File: src/rtl/mux_arbiter_pkg.sv
// Shared constants, FSM state type and a one-hot helper for the 4-way mux arbiter.
package mux_arbiter_pkg;

  localparam int unsigned NUM_REQ = 4;
  localparam int unsigned SEL_W   = 2;

  typedef enum logic [0:0] {
    IDLE  = 1'b0,
    GRANT = 1'b1
  } state_e;

  function automatic logic [NUM_REQ-1:0] onehot(input logic [SEL_W-1:0] idx);
    return NUM_REQ'(1) << idx;
  endfunction

endpackage

File: src/rtl/rr_pick4.sv
// Combinational rotating-priority picker: first set req bit scanning ptr, ptr+1, ptr+2, ptr+3 (mod 4).
module rr_pick4
  import mux_arbiter_pkg::*;
(
  input  logic [NUM_REQ-1:0] req,
  input  logic [SEL_W-1:0]   ptr,
  output logic               any,
  output logic [SEL_W-1:0]   idx
);

  logic [SEL_W-1:0] cand;

  // Scan from farthest to nearest offset so the nearest set bit wins.
  always_comb begin
    any  = 1'b0;
    idx  = '0;
    cand = '0;
    for (int k = NUM_REQ - 1; k >= 0; k--) begin
      cand = ptr + SEL_W'(k);
      if (req[cand]) begin
        any = 1'b1;
        idx = cand;
      end
    end
  end

endmodule

File: src/rtl/mux_arbiter_4.sv
// Round-robin arbiter for four requesters driving a shared 4:1 data mux with valid/ready handoff.
// Optional MUX_ARBITER_LOCK_EN adds a lock input that keeps the grant across handshakes.
module mux_arbiter_4
  import mux_arbiter_pkg::*;
#(
  parameter int unsigned DATA_WIDTH = 8
) (
  input  logic                          clk,
  input  logic                          rst_n,
  input  logic [NUM_REQ-1:0]            req,
  input  logic [NUM_REQ*DATA_WIDTH-1:0] in_data,
  input  logic                          out_ready,
`ifdef MUX_ARBITER_LOCK_EN
  input  logic [NUM_REQ-1:0]            lock,
`endif
  output logic [NUM_REQ-1:0]            gnt,
  output logic [SEL_W-1:0]              sel,
  output logic                          out_valid,
  output logic [DATA_WIDTH-1:0]         out_data,
  output logic [NUM_REQ-1:0]            ack
);

  state_e               state_q, state_d;
  logic [NUM_REQ-1:0]   gnt_q, gnt_d;
  logic [SEL_W-1:0]     sel_q, sel_d;
  logic [SEL_W-1:0]     ptr_q, ptr_d;

  logic                 hs_c;
  logic                 lock_hold_c;
  logic [SEL_W-1:0]     pick_ptr_c;
  logic                 pick_any;
  logic [SEL_W-1:0]     pick_idx;

  assign out_valid = (state_q == GRANT);
  assign gnt       = gnt_q;
  assign sel       = sel_q;
  assign hs_c      = out_valid & out_ready;

`ifdef MUX_ARBITER_LOCK_EN
  assign lock_hold_c = lock[sel_q] & req[sel_q];
`else
  assign lock_hold_c = 1'b0;
`endif

  // While granting, the candidate pointer is the one a handshake would install.
  assign pick_ptr_c = (state_q == GRANT) ? SEL_W'(sel_q + SEL_W'(1)) : ptr_q;

  rr_pick4 u_pick (
    .req (req),
    .ptr (pick_ptr_c),
    .any (pick_any),
    .idx (pick_idx)
  );

  always_ff @(posedge clk or negedge rst_n) begin
    if (!rst_n) begin
      state_q <= IDLE;
      gnt_q   <= '0;
      sel_q   <= '0;
      ptr_q   <= '0;
    end else begin
      state_q <= state_d;
      gnt_q   <= gnt_d;
      sel_q   <= sel_d;
      ptr_q   <= ptr_d;
    end
  end

  always_comb begin
    state_d = state_q;
    gnt_d   = gnt_q;
    sel_d   = sel_q;
    ptr_d   = ptr_q;
    unique case (state_q)
      IDLE: begin
        if (pick_any) begin
          state_d = GRANT;
          sel_d   = pick_idx;
          gnt_d   = onehot(pick_idx);
        end
      end
      GRANT: begin
        if (hs_c) begin
          if (!lock_hold_c) begin
            ptr_d = pick_ptr_c;
            if (pick_any) begin
              sel_d = pick_idx;
              gnt_d = onehot(pick_idx);
            end else begin
              state_d = IDLE;
              gnt_d   = '0;
            end
          end
        end else if (!req[sel_q]) begin
          // Requester withdrew before being served: drop without advancing ptr.
          state_d = IDLE;
          gnt_d   = '0;
        end
      end
      default: begin
        state_d = IDLE;
        gnt_d   = '0;
      end
    endcase
  end

  always_comb begin
    out_data = '0;
    ack      = '0;
    if (out_valid) begin
      for (int unsigned i = 0; i < NUM_REQ; i++) begin
        if (sel_q == SEL_W'(i)) begin
          out_data = in_data[i*DATA_WIDTH +: DATA_WIDTH];
        end
      end
      if (out_ready) begin
        ack = onehot(sel_q);
      end
    end
  end

endmodule

File: config.mk
export PLATFORM = sky130hd
export DESIGN_NAME = mux_arbiter_4
export DESIGN_NICKNAME = d
export VERILOG_FILES = /design/src/rtl/mux_arbiter_pkg.sv /design/src/rtl/rr_pick4.sv /design/src/rtl/mux_arbiter_4.sv
export SDC_FILE = /design/constraint.sdc
export NUM_CORES = 1
export LEC_CHECK = 0
export BUFFER_PORTS_ARGS = -buffer_cell sky130_fd_sc_hd__clkbuf_2
export CORE_UTILIZATION = 41
export DETAILED_ROUTE_END_ITERATION = 16
export GPL_ROUTABILITY_DRIVEN = 0
export GPL_TIMING_DRIVEN = 0
export PLACE_DENSITY = 0.9
export SLEW_MARGIN = 15
export SYNTH_ARGS = -nofsm -noshare
export SYNTH_HDL_FRONTEND = slang
export SYNTH_SLANG_ARGS = --single-unit
File: constraint.sdc
create_clock -name clk -period 2.5 [get_ports clk]
set_input_delay 0.25 -clock clk [delete_from_list [all_inputs] [get_ports clk]]
set_output_delay 0.25 -clock clk [all_outputs]
set_load 0.005 [all_outputs]
==> flow_summary.yaml, run 1 <==
outcome:
  outcome: "completed"
global_route:
  grt_pass1_wl_mm: 3.19
  grt_max_degree: 11
  grt_pass1_vias: 822
  track_usage: 0.200
  antenna_found_initial: 0
  overflow: 0
place:
  place_inst: 195
  dp_slack_ps: 328
  io_buffers: 57
  hpwl_mm: 2.09
clock_network:
  cts_buffer_depth: 2
  cts_max_level: 1
  cts_sinks: 9
  cts.root.buffer_cell: "clkbuf_4"
  clk_latency_ps: 250
  cts_buffers: 3
  clkTransAtPathRegs_ps: 60
  cts_tree: "yes"
layout:
  fill_cells: 167
  layout-drive-gt1-share: 0.451
  area_growth_pct: 42.2
  n_antenna_cell: 0
  final_cells: 200
  fin_nets: 217
worst_setup_path:
  end_kind: "primary output"
  worstPathArrival_ps: 2200
  criticalPathCategory: "register to primary output"
  required_ps: 2250
  cp_max_fo: 10
  cp-start-kind: "register"
run:
  cap_violations: 0
synthesis:
  synth_edf_count: 0
  avgSynthCellArea_sq_um: 7.80
  synth_ff_type: "dfrtp_1"
  synth-seq-cells: 9
  yosys_warnings: 0
  yosysMostFrequentCell: "nand2_1"
  synth_top_area_share: 0.260
  async_flop_share: 1.00
  yosysSeqAreaShare: 0.260
  syn_inst: 111
  synth_area_leaders: "dfrtp_1 26%, a221oi_1 8.1%, nor2b_1 7.2%"
  syn_area_sq_um: 866
  synth.distinct_cells: 32
  ys_top_cells_by_count: "12 x nand2_1, 11 x nor2_1, 10 x nor2b_1"
  synth_top_area_cell: "dfrtp_1"
  syn-num-nets: 154
floorplanning:
  initial_core_util: 0.437
  die_y_um: 48.0
  rows: 16
  core_sq_um: 1980
  dieWidth_um: 48.0
  ios: 58
  die-area_sq_um: 2300
power_and_ir_drop:
  p_total_uw: 1410
  ir_worst_vdd_uv: 756
  powerDensity_nw_per_um2: 1150
  p_leak_uw: 0.000637
timing:
  rsz0062_at_grt: "true"
  maxSlewViolCount: 0
  setup_slack_ps: 53.1
  maxSlewHeadroom: 0.632
  clock.fmax_ghz: 0.409
  finalCritPeriodShare: 0.979
  setup_viol: 0
  worstMarginPinSlew_ps: 546
  fin_tns_setup_ps: 0
  skew_ps: 1.57
  finalHoldViolCount: 0
  min_period_ps: 2450
drt:
  drtIter0Drc: 21
  top_layer: "met3"
  drc: 0
  wl_met2_mm: 1.34
  postRouteAntennaNets: 0
  routed_wl_mm: 2.60
  first_pass_iters: 4
  dr_total_vias: 1060
  wl_met1_mm: 1.03
  routed_via_density: 5.30
  wl_met3_um: 227
  avgRoutedWirePerCell_um: 13.0
worst_hold_path:
  min_path_type: "primary input to async pin"
-- flip-flops by register name (all words and copies together), names as in the netlist --
| signal | cells |
|---|---|
| ptr_q | 2 |
| out_valid | 1 |
| gnt | 4 |
| sel | 2 |
-- cells in the final DEF, fill, tap and decap left out, types with 2 or more instances in the layout --
cell type / n
clkbuf_4: 3
nand2_1: 12
inv_1: 3
dfrtp_1: 7
nor2b_1: 10
o21ai_2: 4
dfrtp_2: 2
clkbuf_2: 58
a21oi_1: 9
nor3b_1: 2
a221oi_1: 7
ha_1: 4
o21ai_0: 4
nor3_1: 9
nor2_1: 11
clkbuf_1: 4
and3_1: 4
-- per-layer routing --
metal | vias up | track usage
met2 | 56 | 0.419
met4 | 0 | 0.0278
met5 | - | 0
met3 | 0 | 0.0453
met1 | 478 | 0.197
li1 | 526 | -
-- final timing paths --
kind | startpoint | endpoint | slack (ps) | cells past startpoint
setup / recovery | sel[1]$_DFFE_PN0P_ | out_data[5] | 50 | 10
hold / removal | rst_n | gnt[3]$_DFFE_PN0P_ | 370 | 2
setup reg to reg | sel[0]$_DFFE_PN0P_ | sel[1]$_DFFE_PN0P_ | 430 | 7
hold reg to reg | gnt[0]$_DFFE_PN0P_ | gnt[0]$_DFFE_PN0P_ | 490 | 2
max in group asynchronous | rst_n | sel[0]$_DFFE_PN0P_ | 1930 | 2
min in group clk | out_ready | ptr_q[0]$_DFFE_PN0P_ | 380 | 3
-- cells by family after synthesis --
| logic type | count (synthesis) | share of synthesized area |
|---|---|---|
| buffers and inverters | 10 | 0.0535 |
| AOI/OAI and AO/OA | 29 | 0.233 |
| DFF | 9 | 0.260 |
| and+or+nand+nor | 56 | 0.341 |
| adders and majority gates | 4 | 0.0578 |
| muxes | 3 | 0.0549 |
-- timing repair --
item	4_1_cts	5_1_grt
endpoints found under the setup margin	0	8
gates resized for setup	0	5
hold buffers	1	0
hold endpoints to repair	9	0
buffers inserted	0	0
-- stage by stage --
step | util | hold slack (ps) | instance area (sq um)
2_1_floorplan | - | -45.6 | 866
3_3_place_gp | 0.598 | 109 | 1180
3_5_place_dp | 0.598 | 116 | 1180
4_1_cts | 0.616 | 376 | 1220
5_1_grt | 0.621 | 400 | 1230
6_report | 0.621 | 374 | 1230
-- worst max-delay path: stages, from the launching register on --
cell and delay (ps):
dfrtp_2 460, inv_1 100, ha_1 130, buf_2 190, nor2b_1 60, clkbuf_2 170
a221oi_1 380, nor3_1 80, a21oi_1 170, nor2_1 80, clkbuf_2 110
-- layout make-up --
cell class,count,area (sq um),area share
Inverter,4,15.0,0.0122
Buffer,6,32.5,0.0264
Tap cell,27,33.8,0.0274
Sequential cell,9,228,0.185
Multi-Input combinational cell,92,601,0.488
Timing Repair Buffer,58,295,0.240
Clock buffer,4,26.3,0.0213
-- where the power goes --
group          switching, uW  internal, uW  total (uW)
Clock                   50.0          61.5         112
Sequential              66.2           211         277
Combinational            545           477        1020
Total                    661           749        1410
No activity file was read; power rests on OpenSTA's default activity.
==> run 2, diff against run 1 <==
--- a/config.mk
+++ b/config.mk
@@ -6,11 +6,12 @@
 export NUM_CORES = 1
 export LEC_CHECK = 0
 export BUFFER_PORTS_ARGS = -buffer_cell sky130_fd_sc_hd__clkbuf_2
-export CORE_UTILIZATION = 41
+export CORE_UTILIZATION = 44
 export DETAILED_ROUTE_END_ITERATION = 16
 export GPL_ROUTABILITY_DRIVEN = 0
 export GPL_TIMING_DRIVEN = 0
-export PLACE_DENSITY = 0.9
+export MAX_ROUTING_LAYER = met4
+export PLACE_DENSITY = 0.95
 export SLEW_MARGIN = 15
 export SYNTH_ARGS = -nofsm -noshare
 export SYNTH_HDL_FRONTEND = slang
==> constraint.sdc (replaced) <==
create_clock -name clk -period 3.1 [get_ports clk]
set_input_delay 0.31 -clock clk [delete_from_list [all_inputs] [get_ports clk]]
set_output_delay 0.31 -clock clk [all_outputs]
set_load 0.005 [all_outputs]
==> run 2 against run 1 <==
Effect of this change:
- critical path depth stayed put
- flip-flop and latch count stayed put
- utilization is 6.2 points higher
- via count is 1.0% lower
- worst hold slack better by 47 ps
- critical path type unchanged
- sequential power is 22% lower
- non-clock buffer count stayed put
- clock power is 15% lower
- clock-buffer cell count stayed put
==> flow_summary.yaml, run 2 (synthesis gave the netlist of run 1 again) <==
power_and_ir_drop:
  ir_worst_vdd_uv: 524
  p_leak_uw: 0.000634
  powerDensity_nw_per_um2: 922
floorplanning:
  die_y_um: 46.4
  rows: 15
  die-area_sq_um: 2150
  dieWidth_um: 46.4
  core_sq_um: 1780
  ios: 58
  initial_core_util: 0.486
timing:
  setup_viol: 0
  maxSlewHeadroom: 0.632
  min_period_ps: 2560
  clock.fmax_ghz: 0.391
  rsz0062_at_grt: "false"
  finalHoldViolCount: 0
  worstMarginPinSlew_ps: 546
  skew_ps: 7.89
  finalCritPeriodShare: 0.826
  maxSlewViolCount: 0
  setup_slack_ps: 540
  fin_tns_setup_ps: 0
layout:
  largest_reg_flops: 4
  final_common_cell: "clkbuf_2"
  n_antenna_cell: 0
  layout-drive-gt1-share: 0.428
  area_growth_pct: 40.8
  layout_common_cells: "57 x clkbuf_2, 12 x nand2_1, 11 x nor2_1, 10 x nor2b_1"
  fin_nets: 217
worst_setup_path:
  reg2reg_from: "sel[0]$_DFFE_PN0P_"
  worstPathArrival_ps: 2250
  required_ps: 2790
  criticalPathCategory: "register to primary output"
  cp-start-kind: "register"
  crit_start: "sel[1]$_DFFE_PN0P_"
  end_kind: "primary output"
  crit_chain: "inv_1, ha_1, buf_2, nor2b_1, clkbuf_1, a221oi_1, nor3_1, a21oi_1, nor2_1, clkbuf_2"
  reg2reg_depth: 7
  crit_path_top_delay_cell: "dfrtp_1"
  slowest_delay_ps: 460
  cp_max_fo: 10
global_route:
  antenna_found_initial: 0
  grt_pass1_vias: 946
  grt_max_degree: 11
  overflow: 0
  track_usage: 0.258
  grt_pass1_wl_mm: 3.72
clock_network:
  cts.root.buffer_cell: "clkbuf_4"
  clk_latency_ps: 270
  cts_buffers: 3
  cts_setup_buffers: 0
  cts_tree: "yes"
  cts_buffer_depth: 2
  cts_resized: 0
  cts_sinks: 9
  clkTransAtPathRegs_ps: 70
  cts_hold_buf: 1
  cts_max_level: 1
outcome:
  outcome: "completed"
drt:
  drc: 0
  routed_wl_mm: 2.59
  drtIter0Drc: 17
  avgRoutedWirePerCell_um: 13.1
  routed_via_density: 5.30
  postRouteAntennaNets: 0
  first_pass_iters: 4
  dr_total_vias: 1049
place:
  hpwl_mm: 2.00
  io_buffers: 57
  dp_slack_ps: 816
run:
  cap_violations: 0
worst_hold_path:
  min_path_type: "primary input to async pin"
## run 2: area by class of cell
type                    count  area (sq um)
inverters                   4          15.0
fillers                   157           564
clock buffers               4          26.3
plain buffers               6          31.3
multi-input cells          92           594
flip-flops and latches      9           225
repair buffers             58           295
well taps                  25          31.3
## run 2: metal layers
layer,vias up,routed length [um],global-route usage
met5,-,0,-
met4,0,18,0.141
met3,2,175,0.0588
met2,50,1320,0.450
met1,475,1070,0.263
li1,522,-,-
## run 2: worst paths after layout
| path | endpoint | slack (ps) |
|---|---|---|
| setup / recovery | out_data[1] | 540 |
| hold / removal | out_valid$_DFF_PN0_ | 420 |
| setup reg to reg | gnt[3]$_DFFE_PN0P_ | 900 |
| hold reg to reg | gnt[3]$_DFFE_PN0P_ | 480 |
| max in group asynchronous | sel[1]$_DFFE_PN0P_ | 2480 |
| min in group clk | ptr_q[0]$_DFFE_PN0P_ | 430 |
## run 2: stage by stage
| step | std cells | hold WS [ps] | total power (uW) | util | instance area (sq um) |
|---|---|---|---|---|---|
| 6_report | 198 | 420 | 1120 | 0.684 | 1220 |
| 5_1_grt | 198 | 444 | 1230 | 0.684 | 1220 |
| 4_1_cts | 198 | 424 | 1120 | 0.684 | 1220 |
| 3_5_place_dp | 193 | 173 | 1020 | 0.663 | 1180 |
| 3_3_place_gp | 193 | 164 | 986 | 0.663 | 1180 |
| 2_1_floorplan | 111 | 14.4 | 763 | - | 866 |
## run 2: worst max-delay path: cells and delay by family, from the launching register on
family	cells	cell delay [ps]
buffers and inverters	4	710
DFF	1	460
and+or+nand+nor	3	420
AOI/OAI and AO/OA	2	200
adders and majority gates	1	190
## run 2: power by group
part	leakage (uW)	switching, uW	internal, uW
Combinational	0.000508	433	379
Sequential	0.000111	49.7	167
Clock	0.0000150	45.5	49.8
